--- src/rtl/riscky_fetch_pkg.sv ---
// Shared types and constants for the instruction fetch front-end.
package riscky_fetch_pkg;

    localparam logic [31:0] RESET_PC_DEFAULT = 32'h0000_0000;
    localparam logic [31:0] INSTR_BYTES      = 32'd4;

    // One buffered fetch: the word and the PC it was read from.
    typedef struct packed {
        logic [31:0] pc;
        logic [31:0] instr;
    } fetch_entry_t;

endpackage

--- src/rtl/fetch_fifo.sv ---
// Synchronous prefetch FIFO of fetch entries. Flush beats push and pop.
// The caller never pushes into a full FIFO without popping in the same cycle.
module fetch_fifo
    import riscky_fetch_pkg::*;
#(
    parameter int unsigned DEPTH = 4,
    localparam int unsigned PTR_W = $clog2(DEPTH),
    localparam int unsigned CNT_W = PTR_W + 1
) (
    input  logic             clk,
    input  logic             rst,
    input  logic             push,
    input  logic             pop,
    input  logic             flush,
    input  fetch_entry_t     wdata,
    output fetch_entry_t     rdata,
    output logic             full,
    output logic             empty,
    output logic [CNT_W-1:0] count
);

    fetch_entry_t     mem_q [DEPTH];
    fetch_entry_t     mem_d [DEPTH];
    logic [PTR_W-1:0] wr_ptr_q, wr_ptr_d;
    logic [PTR_W-1:0] rd_ptr_q, rd_ptr_d;
    logic [CNT_W-1:0] count_q, count_d;

    // Next-state for storage, pointers and occupancy.
    always_comb begin
        mem_d    = mem_q;
        wr_ptr_d = wr_ptr_q;
        rd_ptr_d = rd_ptr_q;
        count_d  = count_q;
        if (flush) begin
            wr_ptr_d = '0;
            rd_ptr_d = '0;
            count_d  = '0;
        end else begin
            if (push) begin
                mem_d[wr_ptr_q] = wdata;
                wr_ptr_d        = wr_ptr_q + PTR_W'(1);
            end
            if (pop) begin
                rd_ptr_d = rd_ptr_q + PTR_W'(1);
            end
            case ({push, pop})
                2'b10:   count_d = count_q + CNT_W'(1);
                2'b01:   count_d = count_q - CNT_W'(1);
                default: count_d = count_q;
            endcase
        end
    end

    // State registers; storage is cleared so the head reads 0 out of reset.
    always_ff @(posedge clk or negedge rst) begin
        if (!rst) begin
            mem_q    <= '{default: '0};
            wr_ptr_q <= '0;
            rd_ptr_q <= '0;
            count_q  <= '0;
        end else begin
            mem_q    <= mem_d;
            wr_ptr_q <= wr_ptr_d;
            rd_ptr_q <= rd_ptr_d;
            count_q  <= count_d;
        end
    end

    // Status and head outputs.
    always_comb begin
        rdata = mem_q[rd_ptr_q];
        full  = (count_q == CNT_W'(DEPTH));
        empty = (count_q == '0);
        count = count_q;
    end

endmodule

--- src/rtl/fetch_prefetch_unit.sv ---
// Instruction fetch front-end: drives imem, buffers words with PCs, hands them to decode.
// Optional performance counters are built when FETCH_PERF_CNT_EN is defined.
module fetch_prefetch_unit
    import riscky_fetch_pkg::*;
#(
    parameter int unsigned DEPTH    = 4,
    parameter logic [31:0] RESET_PC = RESET_PC_DEFAULT
) (
    input  logic        clk,
    input  logic        rst,
    output logic [31:0] imem_addr,
    input  logic [31:0] imem_rdata,
    input  logic        redirect_valid,
    input  logic [31:0] redirect_pc,
    output logic        instr_valid,
    input  logic        instr_ready,
    output logic [31:0] instr,
    output logic [31:0] instr_pc,
    output logic [31:0] fetch_cnt,
    output logic [31:0] stall_cnt,
    output logic [31:0] flush_cnt
);

    localparam int unsigned CNT_W = $clog2(DEPTH) + 1;

    logic [31:0]      fetch_pc_q, fetch_pc_d;
    fetch_entry_t     wentry, head;
    logic             fifo_full, fifo_empty;
    logic [CNT_W-1:0] fifo_count;
    logic             deq, enq;

    // Handshake, enqueue decision and next fetch address; redirect overrides all.
    always_comb begin
        instr_valid  = !fifo_empty && !redirect_valid;
        deq          = instr_valid && instr_ready;
        enq          = !redirect_valid && ((fifo_count < CNT_W'(DEPTH)) || deq);
        wentry.pc    = fetch_pc_q;
        wentry.instr = imem_rdata;
        fetch_pc_d   = fetch_pc_q;
        if (redirect_valid) begin
            fetch_pc_d = {redirect_pc[31:2], 2'b00};
        end else if (enq) begin
            fetch_pc_d = fetch_pc_q + INSTR_BYTES;
        end
        imem_addr = fetch_pc_q;
        instr     = head.instr;
        instr_pc  = head.pc;
    end

    // Fetch PC register.
    always_ff @(posedge clk or negedge rst) begin
        if (!rst) begin
            fetch_pc_q <= RESET_PC;
        end else begin
            fetch_pc_q <= fetch_pc_d;
        end
    end

    fetch_fifo #(
        .DEPTH(DEPTH)
    ) u_fifo (
        .clk  (clk),
        .rst  (rst),
        .push (enq),
        .pop  (deq),
        .flush(redirect_valid),
        .wdata(wentry),
        .rdata(head),
        .full (fifo_full),
        .empty(fifo_empty),
        .count(fifo_count)
    );

`ifdef FETCH_PERF_CNT_EN
    logic [31:0] fetch_cnt_q, fetch_cnt_d;
    logic [31:0] stall_cnt_q, stall_cnt_d;
    logic [31:0] flush_cnt_q, flush_cnt_d;

    // Wrapping event counters.
    always_comb begin
        fetch_cnt_d = fetch_cnt_q + {31'd0, enq};
        stall_cnt_d = stall_cnt_q + {31'd0, fifo_full && !deq};
        flush_cnt_d = flush_cnt_q + {31'd0, redirect_valid};
        fetch_cnt   = fetch_cnt_q;
        stall_cnt   = stall_cnt_q;
        flush_cnt   = flush_cnt_q;
    end

    // Counter registers.
    always_ff @(posedge clk or negedge rst) begin
        if (!rst) begin
            fetch_cnt_q <= '0;
            stall_cnt_q <= '0;
            flush_cnt_q <= '0;
        end else begin
            fetch_cnt_q <= fetch_cnt_d;
            stall_cnt_q <= stall_cnt_d;
            flush_cnt_q <= flush_cnt_d;
        end
    end
`else
    logic unused_full;

    // Counters not built; full is only consumed by the stall counter.
    always_comb begin
        fetch_cnt   = '0;
        stall_cnt   = '0;
        flush_cnt   = '0;
        unused_full = fifo_full;
    end
`endif

endmodule

--- config.mk ---
export PLATFORM = sky130hd
export DESIGN_NAME = fetch_prefetch_unit
export DESIGN_NICKNAME = d
export VERILOG_FILES = /design/src/rtl/riscky_fetch_pkg.sv /design/src/rtl/fetch_fifo.sv /design/src/rtl/fetch_prefetch_unit.sv
export SDC_FILE = /design/constraint.sdc
export NUM_CORES = 1
export LEC_CHECK = 0
export ABC_AREA = 1
export CAP_MARGIN = 20
export CORE_UTILIZATION = 57
export CTS_CLUSTER_SIZE = 8
export DETAILED_ROUTE_END_ITERATION = 12
export PLACE_DENSITY = 0.89
export SYNTH_ARGS = -nofsm -noshare
export SYNTH_HDL_FRONTEND = slang
export SYNTH_SLANG_ARGS = --single-unit
--- constraint.sdc ---
create_clock -name clk -period 3.7 [get_ports clk]
set_input_delay 0.37 -clock clk [delete_from_list [all_inputs] [get_ports clk]]
set_output_delay 0.37 -clock clk [all_outputs]
set_load 0.02 [all_outputs]
==> summary.md <==
| Metric | Value |
|---|---|
| Main synth FF type | dfrtp_1 |
| Fraction of layout instances using a drive strength above 1 | 4.23% |
| Routed vias | 12260 |
| Via/cell ratio | 5.73 |
| Synth warn | 0 |
| Worst Setup End Kind | output pin |
| Number of synthesized flops with an enable pin | 0 |
| FF+latch count, synth | 285 |
| Yosys top cell by area | dfrtp_1 |
| Antenna diodes | 0 |
| Max_slew headroom | 41.0% |
| Commonest non-fill, non-tap cell in the layout | nand2_1 |
| Largest net degree at the start of global routing | 125 |
| Setup TNS Final | 0 ps |
| Area Overhead vs Synth | 16.9% |
| Postcts setup bufs | 0 |
| Netlist cell types | 32 |
| Die Area | 25000 sq um |
| Minimum clock period | 3200 ps |
| Worst-path clk slew | 50 ps |
| Adder-cell share of the synthesized area | 0.630% |
| Seq/Total Area, Yosys | 51.3% |
| Cell Chain, Critical Path | buf_4 -> o21ai_0 -> o22ai_1 -> clkdlybuf4s50_1 |
| Final ANT Viol Nets | 0 |
| Chip height | 158 um |
| Hold Path Cell Cnt | 3 |
| DRC viols | 0 |
| Post-synth top area share | 51.3% |
| Hold Fails Final Rpt | 0 |
| Status | finished, final reports clean |
| HP Class | primary input to flip-flop |
| Post-synthesis mux area share | 0% |
| Final slew viol count | 0 |
| Max Fclk | 313 MHz |
| Synth Area in Simple Gates | 18.4% |
| Synthesized instance count | 1703 |
| Commonest cells after routing, fill and taps aside | nand2_1 (392), o21ai_0 (353), dfrtp_1 (283) |
| Core area | 23700 sq um |
| Worst reg-to-reg path cell count | 7 |
| Final worst slack | 502 ps |
| Peak supply drop | 0.000390 V |
| Slew @ Worst Pin | 885 ps |
| Initial antenna violation count | 0 |
| Synth top area cells | dfrtp_1 (51%), o21ai_0 (13%), nand2_1 (11%) |
| Cell area after synthesis | 13900 sq um |
| Num ports | 261 |
| Pre-CTS setup slack | 895 ps |
| Critical Path Max Stage Delay | 690 ps |
| H-tree depth | 2 |
| Worst r2r src | u_fifo.count[2]$_DFFE_PN0P_ |
| DP Wirelength | 21600 um |
| Final setup violation count | 0 |
| Crit path DAT | 2830 ps |
| Root Driver | clkbuf_16 |
| Hold Path End | imem_addr[22]$_DFFE_PN0P_ |
| Synth Area in Compound Gates | 17.9% |
| CP max-delay cell | clkdlybuf4s50_1 |
| Total track usage | 28.9% |
| Routed WL per cell | 16.9 um |
| Die Wd | 158 um |
| Hold_sp | redirect_pc[22] |
| FP Rows | 56 |
| 1st-iter DRT viols | 1206 |
| PostCTS Resize Cnt | 0 |
| First-pass GRT wire length | 57200 um |
| Global route total overflow | 0 |
| Clock skew | 11.7 ps |
| PD cells | 786 nW/um^2 |
| TritonCTS clock tree | yes |
| R2R setup slack | 1520 ps |
| Post-synthesis xor/xnor area fraction | 0.0630% |
| Final worst-path cycle share | 86.4% |
| Number of global-route vias before repair | 11598 |
| Clk_lat worst skew | 500 ps |
| Longest Clk Path Bufs | 3 |
| Initial core utilization | 58.7% |
| Routed Wire Length | 36200 um |
| Critical Path Fanout Max | 64 |
| Final nets | 1895 |
| First-pass detailed-route iteration total | 6 |
| Placed cell count | 2094 |
| Clock sink count | 285 |
| Critical path required time | 3330 ps |
| FFs w/ async S/R, synth | 100% |
| Non-Filler Instances | 2139 |
| Kind of critical path | flip-flop to output pin |
| RSZ-0062 raised after global routing | no |
| Max-cap check violation count | 0 |
| Reg2reg end | u_fifo.mem_q[38]$_DFFE_PN0P_ |
| Leakage | 0.00762 uW |
| Largest family of logic cells by synthesized area | simple AND/OR/NAND/NOR gates |
| GPL Wtd Cong | 0.921 |
| Critical path launch point type | flip-flop |
| Mean Syn Cell Area | 8.16 sq um |
| Num CTS Buffers | 41 |
| Port-buffer cells | 158 |
[synth_stat cells, drive strengths merged (2+ instances only)]
| cell | count |
|---|---|
| a21oi | 4 |
| o21ai | 394 |
| nor3 | 2 |
| buf | 146 |
| inv | 84 |
| clkbuf | 57 |
| nand2 | 397 |
| a31oi | 2 |
| o211ai | 6 |
| ha | 7 |
| o22ai | 64 |
| dfrtp | 285 |
| nand3 | 47 |
| a22oi | 4 |
| nor2 | 194 |
| nand4 | 4 |
[power by group]
part / leakage (uW) / switching, uW / internal, uW / total [uW]
clock network: 0.000510 / 1210 / 1930 / 3150
registers: 0.00353 / 763 / 4390 / 5150
logic: 0.00357 / 2680 / 1790 / 4470
total: 0.00762 / 4660 / 8110 / 12800
[worst max-delay path: cells and delay by family, from the launching register on]
family	cells	cell delay [ps]
buffers and inverters	2	1300
AOI/OAI and AO/OA	2	640
DFF	1	370
[area by class of cell]
cell class,count,area [sq um]
fill,1824,7430
sequential,285,7140
timing repair buffer,178,1830
clock buffer,42,1030
tap,319,399
inverter,84,317
multi-input combinational,1230,5540
clock inverter,1,5.00
[timing repair]
| action | in CTS | in global routing |
|---|---|---|
| endpoints found under the hold margin | 48 | 0 |
| hold buffers | 1 | 0 |
| endpoints found under the setup margin | 0 | 0 |
[per-layer routing]
metal	vias to the layer above	wire [um]	track usage, %	share of wire, %
li1	5622	-	-	-
met3	85	3260	5.06	9.0
met2	656	17500	47.1	48
met1	5897	14400	38.5	40
met5	-	0	0	0
met4	0	1020	11.5	2.8
[logic make-up (layout without fill, tap and decap cells)]
kind of cell / after synthesis / after routing
other cells: 1 / 100
simple gates: 646 / 646
compound gates: 476 / 476
flops: 285 / 285
xor+xnor: 1 / 1
buf+inv: 287 / 305
fa+ha+maj: 7 / 7
[state kept, by name (all words and copies together) (netlist names)]
name             flops
u_fifo.mem_q       248
imem_addr           30
u_fifo.count         3
u_fifo.rd_ptr_q      2
u_fifo.wr_ptr_q      2
[how the worst max path moves through the flow]
stage / start / to / slack (ps)
6_report: u_fifo.rd_ptr_q[1]$_DFFE_PN0P_ / instr_pc[15] / 500
3_3_place_gp: redirect_valid / u_fifo.mem_q[150]$_DFFE_PN0P_ / 1040
3_5_place_dp: redirect_valid / u_fifo.mem_q[141]$_DFFE_PN0P_ / 900
4_1_cts: u_fifo.rd_ptr_q[1]$_DFFE_PN0P_ / instr_pc[15] / 580
5_1_grt: u_fifo.rd_ptr_q[1]$_DFFE_PN0P_ / instr_pc[20] / 410
2_1_floorplan: u_fifo.rd_ptr_q[0]$_DFFE_PN0P_ / instr_pc[10] / 1960
[stage by stage]
stage	hold WS [ps]	total power, uW	cell area [sq um]	util (%)
after floorplan	74.4	7780	14300	-
after global placement	461	9270	15200	64.1
after detailed placement	468	9510	15200	64.1
after CTS	418	12800	16200	68.5
after global routing	429	13500	16300	68.6
final	429	12800	16300	68.6
No activity file was read; power rests on OpenSTA's default activity.
